==> src/rtl/pmp_cfg_loader.sv <==
// PMP entry loader: validates lock state against a pmpcfg shadow, then writes pmpaddr and pmpcfg.
// Define PMP_LOADER_LOCK_CHECK_EN to enable the lock checks.
module pmp_cfg_loader (
    input  logic        clock,
    input  logic        reset,
    input  logic        req_valid,
    output logic        req_ready,
    input  logic [3:0]  req_idx,
    input  logic [31:0] req_addr,
    input  logic [7:0]  req_cfg,
    output logic        rsp_valid,
    output logic        rsp_err,
    output logic        wr_en,
    output logic [31:0] rw_addr,
    output logic [31:0] wdata
);
    typedef enum logic [2:0] {IDLE, CHECK, WADDR, WCFG, RESP} state_t;

    state_t       r_state;
    logic [3:0]   r_idx;
    logic [31:0]  r_addr;
    logic [7:0]   r_cfg;
    logic [127:0] r_shadow;
    logic         r_ready;
    logic         r_rsp_valid;
    logic         r_wr_en;
    logic [31:0]  r_rw_addr;
    logic [31:0]  r_wdata;

    logic [7:0]   w_cfg_clean;
    logic [31:0]  w_merged;
    logic         w_lock;

    // Bits 6:5 of a pmpcfg byte are reserved and always stored as zero.
    assign w_cfg_clean = {r_cfg[7], 2'b00, r_cfg[4:0]};

    always_comb begin
        w_merged = r_shadow[{r_idx[3:2], 5'b00000} +: 32];
        w_merged[{r_idx[1:0], 3'b000} +: 8] = w_cfg_clean;
    end

`ifdef PMP_LOADER_LOCK_CHECK_EN
    logic [3:0] w_nidx;
    logic [7:0] w_cur_cfg;
    logic [7:0] w_nxt_cfg;
    logic       r_err;

    assign w_nidx    = r_idx + 4'd1;
    assign w_cur_cfg = r_shadow[{r_idx, 3'b000} +: 8];
    assign w_nxt_cfg = r_shadow[{w_nidx, 3'b000} +: 8];
    // A locked TOR entry above also freezes this entry's address; entry 15 has no neighbour.
    assign w_lock    = w_cur_cfg[7] |
                       ((r_idx != 4'd15) & w_nxt_cfg[7] & (w_nxt_cfg[4:3] == 2'b01));
    assign rsp_err   = r_err;
`else
    assign w_lock    = 1'b0;
    assign rsp_err   = 1'b0;
`endif

    assign req_ready = r_ready;
    assign rsp_valid = r_rsp_valid;
    assign wr_en     = r_wr_en;
    assign rw_addr   = r_rw_addr;
    assign wdata     = r_wdata;

    always_ff @(posedge clock) begin
        if (r_state == IDLE && req_valid) begin
            r_idx  <= req_idx;
            r_addr <= req_addr;
            r_cfg  <= req_cfg;
        end
    end

    always_ff @(posedge clock or posedge reset) begin
        if (reset) begin
            r_state     <= IDLE;
            r_ready     <= 1'b1;
            r_rsp_valid <= 1'b0;
            r_wr_en     <= 1'b0;
            r_rw_addr   <= 32'd0;
            r_wdata     <= 32'd0;
            r_shadow    <= 128'd0;
`ifdef PMP_LOADER_LOCK_CHECK_EN
            r_err       <= 1'b0;
`endif
        end else begin
            case (r_state)
                IDLE: begin
                    if (req_valid && r_ready) begin
                        r_state <= CHECK;
                        r_ready <= 1'b0;
                    end
                end
                CHECK: begin
                    if (w_lock) begin
                        r_state     <= RESP;
                        r_rsp_valid <= 1'b1;
`ifdef PMP_LOADER_LOCK_CHECK_EN
                        r_err       <= 1'b1;
`endif
                    end else begin
                        r_state   <= WADDR;
                        r_wr_en   <= 1'b1;
                        r_rw_addr <= 32'h3B0 + {28'd0, r_idx};
                        r_wdata   <= r_addr;
                    end
                end
                WADDR: begin
                    r_state   <= WCFG;
                    r_wr_en   <= 1'b1;
                    r_rw_addr <= 32'h3A0 + {30'd0, r_idx[3:2]};
                    r_wdata   <= w_merged;
                end
                WCFG: begin
                    r_state     <= RESP;
                    r_wr_en     <= 1'b0;
                    r_rsp_valid <= 1'b1;
                    r_shadow[{r_idx, 3'b000} +: 8] <= w_cfg_clean;
                end
                RESP: begin
                    r_state     <= IDLE;
                    r_rsp_valid <= 1'b0;
                    r_ready     <= 1'b1;
`ifdef PMP_LOADER_LOCK_CHECK_EN
                    r_err       <= 1'b0;
`endif
                end
                default: begin
                    r_state     <= IDLE;
                    r_ready     <= 1'b1;
                    r_rsp_valid <= 1'b0;
                    r_wr_en     <= 1'b0;
                end
            endcase
        end
    end
endmodule

==> config.mk <==
export PLATFORM = sky130hd
export DESIGN_NAME = pmp_cfg_loader
export DESIGN_NICKNAME = d
export VERILOG_FILES = /design/src/rtl/pmp_cfg_loader.sv
export SDC_FILE = /design/constraint.sdc
export NUM_CORES = 1
export LEC_CHECK = 0
export CAP_MARGIN = 40
export CORE_UTILIZATION = 30
export CTS_CLUSTER_SIZE = 30
export DETAILED_ROUTE_END_ITERATION = 10
export MAX_ROUTING_LAYER = met4
export PLACE_DENSITY_LB_ADDON = 0.05
export SLEW_MARGIN = 5
export SYNTH_ARGS = -nofsm -noshare
export SYNTH_HDL_FRONTEND = slang
export SYNTH_SLANG_ARGS = --single-unit
==> constraint.sdc <==
create_clock -name clock -period 8.06 [get_ports clock]
set_input_delay 1.612 -clock clock [delete_from_list [all_inputs] [get_ports clock]]
set_output_delay 1.612 -clock clock [all_outputs]
set_load 0.005 [all_outputs]
==> results.sh <==
export IMPL_min_delay_path_depth=1
export IMPL_pwr_density_cell_nw_per_um2=340
export IMPL_vias_per_cell=4.96
export IMPL_coreArea_um2=27100
export IMPL_reg2reg_slack_ns=4.98
export IMPL_grt_setup_unrepaired="false"
export IMPL_outcome="finished clean"
export IMPL_ys_warnings_count=0
export IMPL_worst_path_max_delay_cell="dfstp_2"
export IMPL_layout_worst_path_cycle_share=0.390
export IMPL_area_growth_pct=21.1
export IMPL_initial_utilization=0.307
export IMPL_post_layout_nonfiller_instances=1073
export IMPL_cts_made_buffers=17
export IMPL_cts_root_buffer="clkbuf_16"
export IMPL_worst_path_largest_cell_delay_ns=0.56
export IMPL_worst_endpoint_arrival_ns=1.53
export IMPL_timing_fmax_mhz=318
export IMPL_finalWorstPathRequiredPeriod_ns=3.14
export IMPL_cell_count_after_synthesis=614
export IMPL_gr_usage_all_layers=0.170
export IMPL_worst_slew_margin_rel=0.444
export IMPL_cts_resized=0
export IMPL_top_level_ports=115
export IMPL_synth_enable_flop_cells=42
export IMPL_launch_instance_of_the_worst_register_to_register_path="r_idx[0]"
export IMPL_cts_tree="done"
export IMPL_synthDominantCellAreaShare=0.417
export IMPL_final_antenna_net_count=0
export IMPL_detailroute_via_count=5318
export IMPL_synthFlopType="dfrtp_1"
export IMPL_nets=741
export IMPL_worst_path_dominant_cell_family="flip-flops"
export IMPL_grt_antenna_before_repair=1
export IMPL_final_fill_count=2621
export IMPL_detailedPlacementHpwl_um=14600
export IMPL_route_detailed_wl_per_inst_um=21.0
export IMPL_detail_route_iter0_violations=366
export IMPL_dieHeight_um=169
export IMPL_postLayoutSetupSlackWorst_ns=4.92
export IMPL_core_rowCount=60
export IMPL_ys_seq_area_frac=0.572
export IMPL_synth_area_leaders="dfrtp_1 42%, edfxtp_1 15%, mux2_2 12%"
export IMPL_timing_setup_tns_ns=0
export IMPL_grt_overflow_total=0
export IMPL_ctsLongestPathBuffers=2
export IMPL_netlist_top_cells_count="139 x dfrtp_1, 90 x mux2_2, 46 x nand2_1"
export IMPL_worstHoldEndpoint="r_shadow[80]"
export IMPL_yosysMostFrequentCell="dfrtp_1"
export IMPL_cts_clk_slew_worst_paths_ns=0.07
export IMPL_grt_max_degree=80
export IMPL_worstSetupPathType="reg -> out"
export IMPL_critical_path_buf_inv_count=1
export IMPL_drv_cap=0
export IMPL_r2r_end="r_shadow[20]"
export IMPL_design_power_total_w=0.00343
export IMPL_vias_in_the_first_global_route=5543
export IMPL_first_pass_grt_wire_length_um=34700
export IMPL_ir_drop_v=0.000119
export IMPL_startpoint_type="flip-flop"
export IMPL_synth_cell_types=52
export IMPL_clk_insertion_delay_late_ns=0.44
export IMPL_final_max_slew_violation_count=0
export IMPL_diodes=0
export IMPL_syn_area_um2=8330
export IMPL_dieArea_um2=28400
export IMPL_min_from="r_shadow[80]"
export IMPL_detail_route_drc_violations=0
export IMPL_worst_hold_path_type="reg -> reg"
export IMPL_gp_routability_congestion=0.759
export IMPL_postCtsSetupRepairBufs=0
export IMPL_finClkSkew_ns=0.0164
export IMPL_hold_viol_final=0
export IMPL_holdBufCountCts=0
export IMPL_worst_path_fanout_max=3
export IMPL_drive_above_1_share=0.248
export IMPL_clock_sinks=182
export IMPL_end_kind="output pin"
export IMPL_routed_wl_um=22600
export IMPL_setup_violations=0
export IMPL_dp_worst_setup_slack_ns=4.47
export IMPL_drt_pass1_iter_count=6
export IMPL_buffer_ports_inserted=88
export IMPL_reg2regPathDepth=6
export IMPL_timing_critical_path_required_ns=6.45
export IMPL_die_extent_in_x_um=169
export IMPL_slew_at_the_pin_closest_to_its_max_slew_limit_ns=0.834
export IMPL_static_leakage_power_nw=4.46
export IMPL_synth_ff_latch_count=182
export IMPL_async_flop_share=0.769
export IMPL_post_place_cells=1041
export IMPL_yosys_area_top_type="dfrtp_1"
export IMPL_cts_htree_levels=4
export IMPL_critical_path_cell_chain="clkdlybuf4s50_1"
export IMPL_synthesis_area_per_instance_um2=13.6
==> placed cells by master (no fill, tap or decap), types with 6 or more instances in the layout <==
cell and n:
nor2_1 26, and3_1 9, o21ai_0 7, nand2b_1 6, a22o_1 33, mux2_2 90, dfrtp_1 139, mux2i_1 6
o22ai_1 9, a222oi_1 15, a221oi_1 6, a21oi_1 13, nand2_1 46, a211oi_1 6, clkbuf_16 19, inv_6 6
conb_1 24, mux2_4 6, inv_1 6, mux4_2 21, ha_1 6, and2_1 6, clkdlybuf4s50_1 88, nand3_1 8
edfxtp_1 42, buf_4 9
==> layout make-up <==
class                   instances  area [um2]  area share
clock buffers                  22         497      0.0492
clock inverters                10         128      0.0126
inverters                       9        38.8     0.00384
multi-input cells             381        3250       0.322
flip-flops and latches        182        4770       0.472
well taps                     372         465      0.0461
repair buffers                 97         948      0.0940
==> state kept, by name, summed over array words and instances, names as in the netlist, 3 cells and up <==
name	count
r_shadow	96
r_cfg	6
wdata	32
r_addr	32
r_idx	4
rw_addr	6
r_state	3
==> stage by stage <==
| step | hold WS (ns) | utilization | cell area (um2) |
|---|---|---|---|
| after floorplan | 0.474 | - | 8420 |
| after detailed placement | 0.487 | 0.349 | 9470 |
| after global routing | 0.519 | 0.372 | 10100 |
| after CTS | 0.502 | 0.372 | 10100 |
| after global placement | 0.482 | 0.349 | 9470 |
| final | 0.502 | 0.372 | 10100 |
==> metal layers <==
layer,share of wire,track usage,vias up
met5,0,-,-
met4,0.010,0.0474,0
met3,0.031,0.0274,15
met2,0.48,0.260,121
met1,0.48,0.235,2785
li1,-,-,2397
==> cell families after synthesis <==
kind of cell,count (synthesis),synth area share
xor+xnor,1,0.00195
flops,182,0.572
fa+ha+maj,6,0.00901
compound gates,101,0.0946
other cells,1,0.000450
mux,123,0.196
simple gates,126,0.0758
buf+inv,74,0.0499
==> worst max-delay path by stage <==
stage / start / to / slack, ns / cells after the start
floorplan: req_valid / r_addr[0] / 1.51 / 1
global placement: reset / r_shadow[116] / 4.53 / 3
detailed placement: reset / wdata[25] / 4.47 / 3
CTS: req_ready / req_ready / 4.90 / 1
global route: reset / r_shadow[50] / 4.76 / 3
finish: req_ready / req_ready / 4.92 / 1
==> where the power goes <==
group	switching [W]	internal, W	total [W]
Combinational	0.000578	0.000546	0.00112
Sequential	0.000189	0.00123	0.00142
Clock	0.000380	0.000510	0.000889
Total	0.00115	0.00228	0.00343
Power figures use the tool's default switching activity.
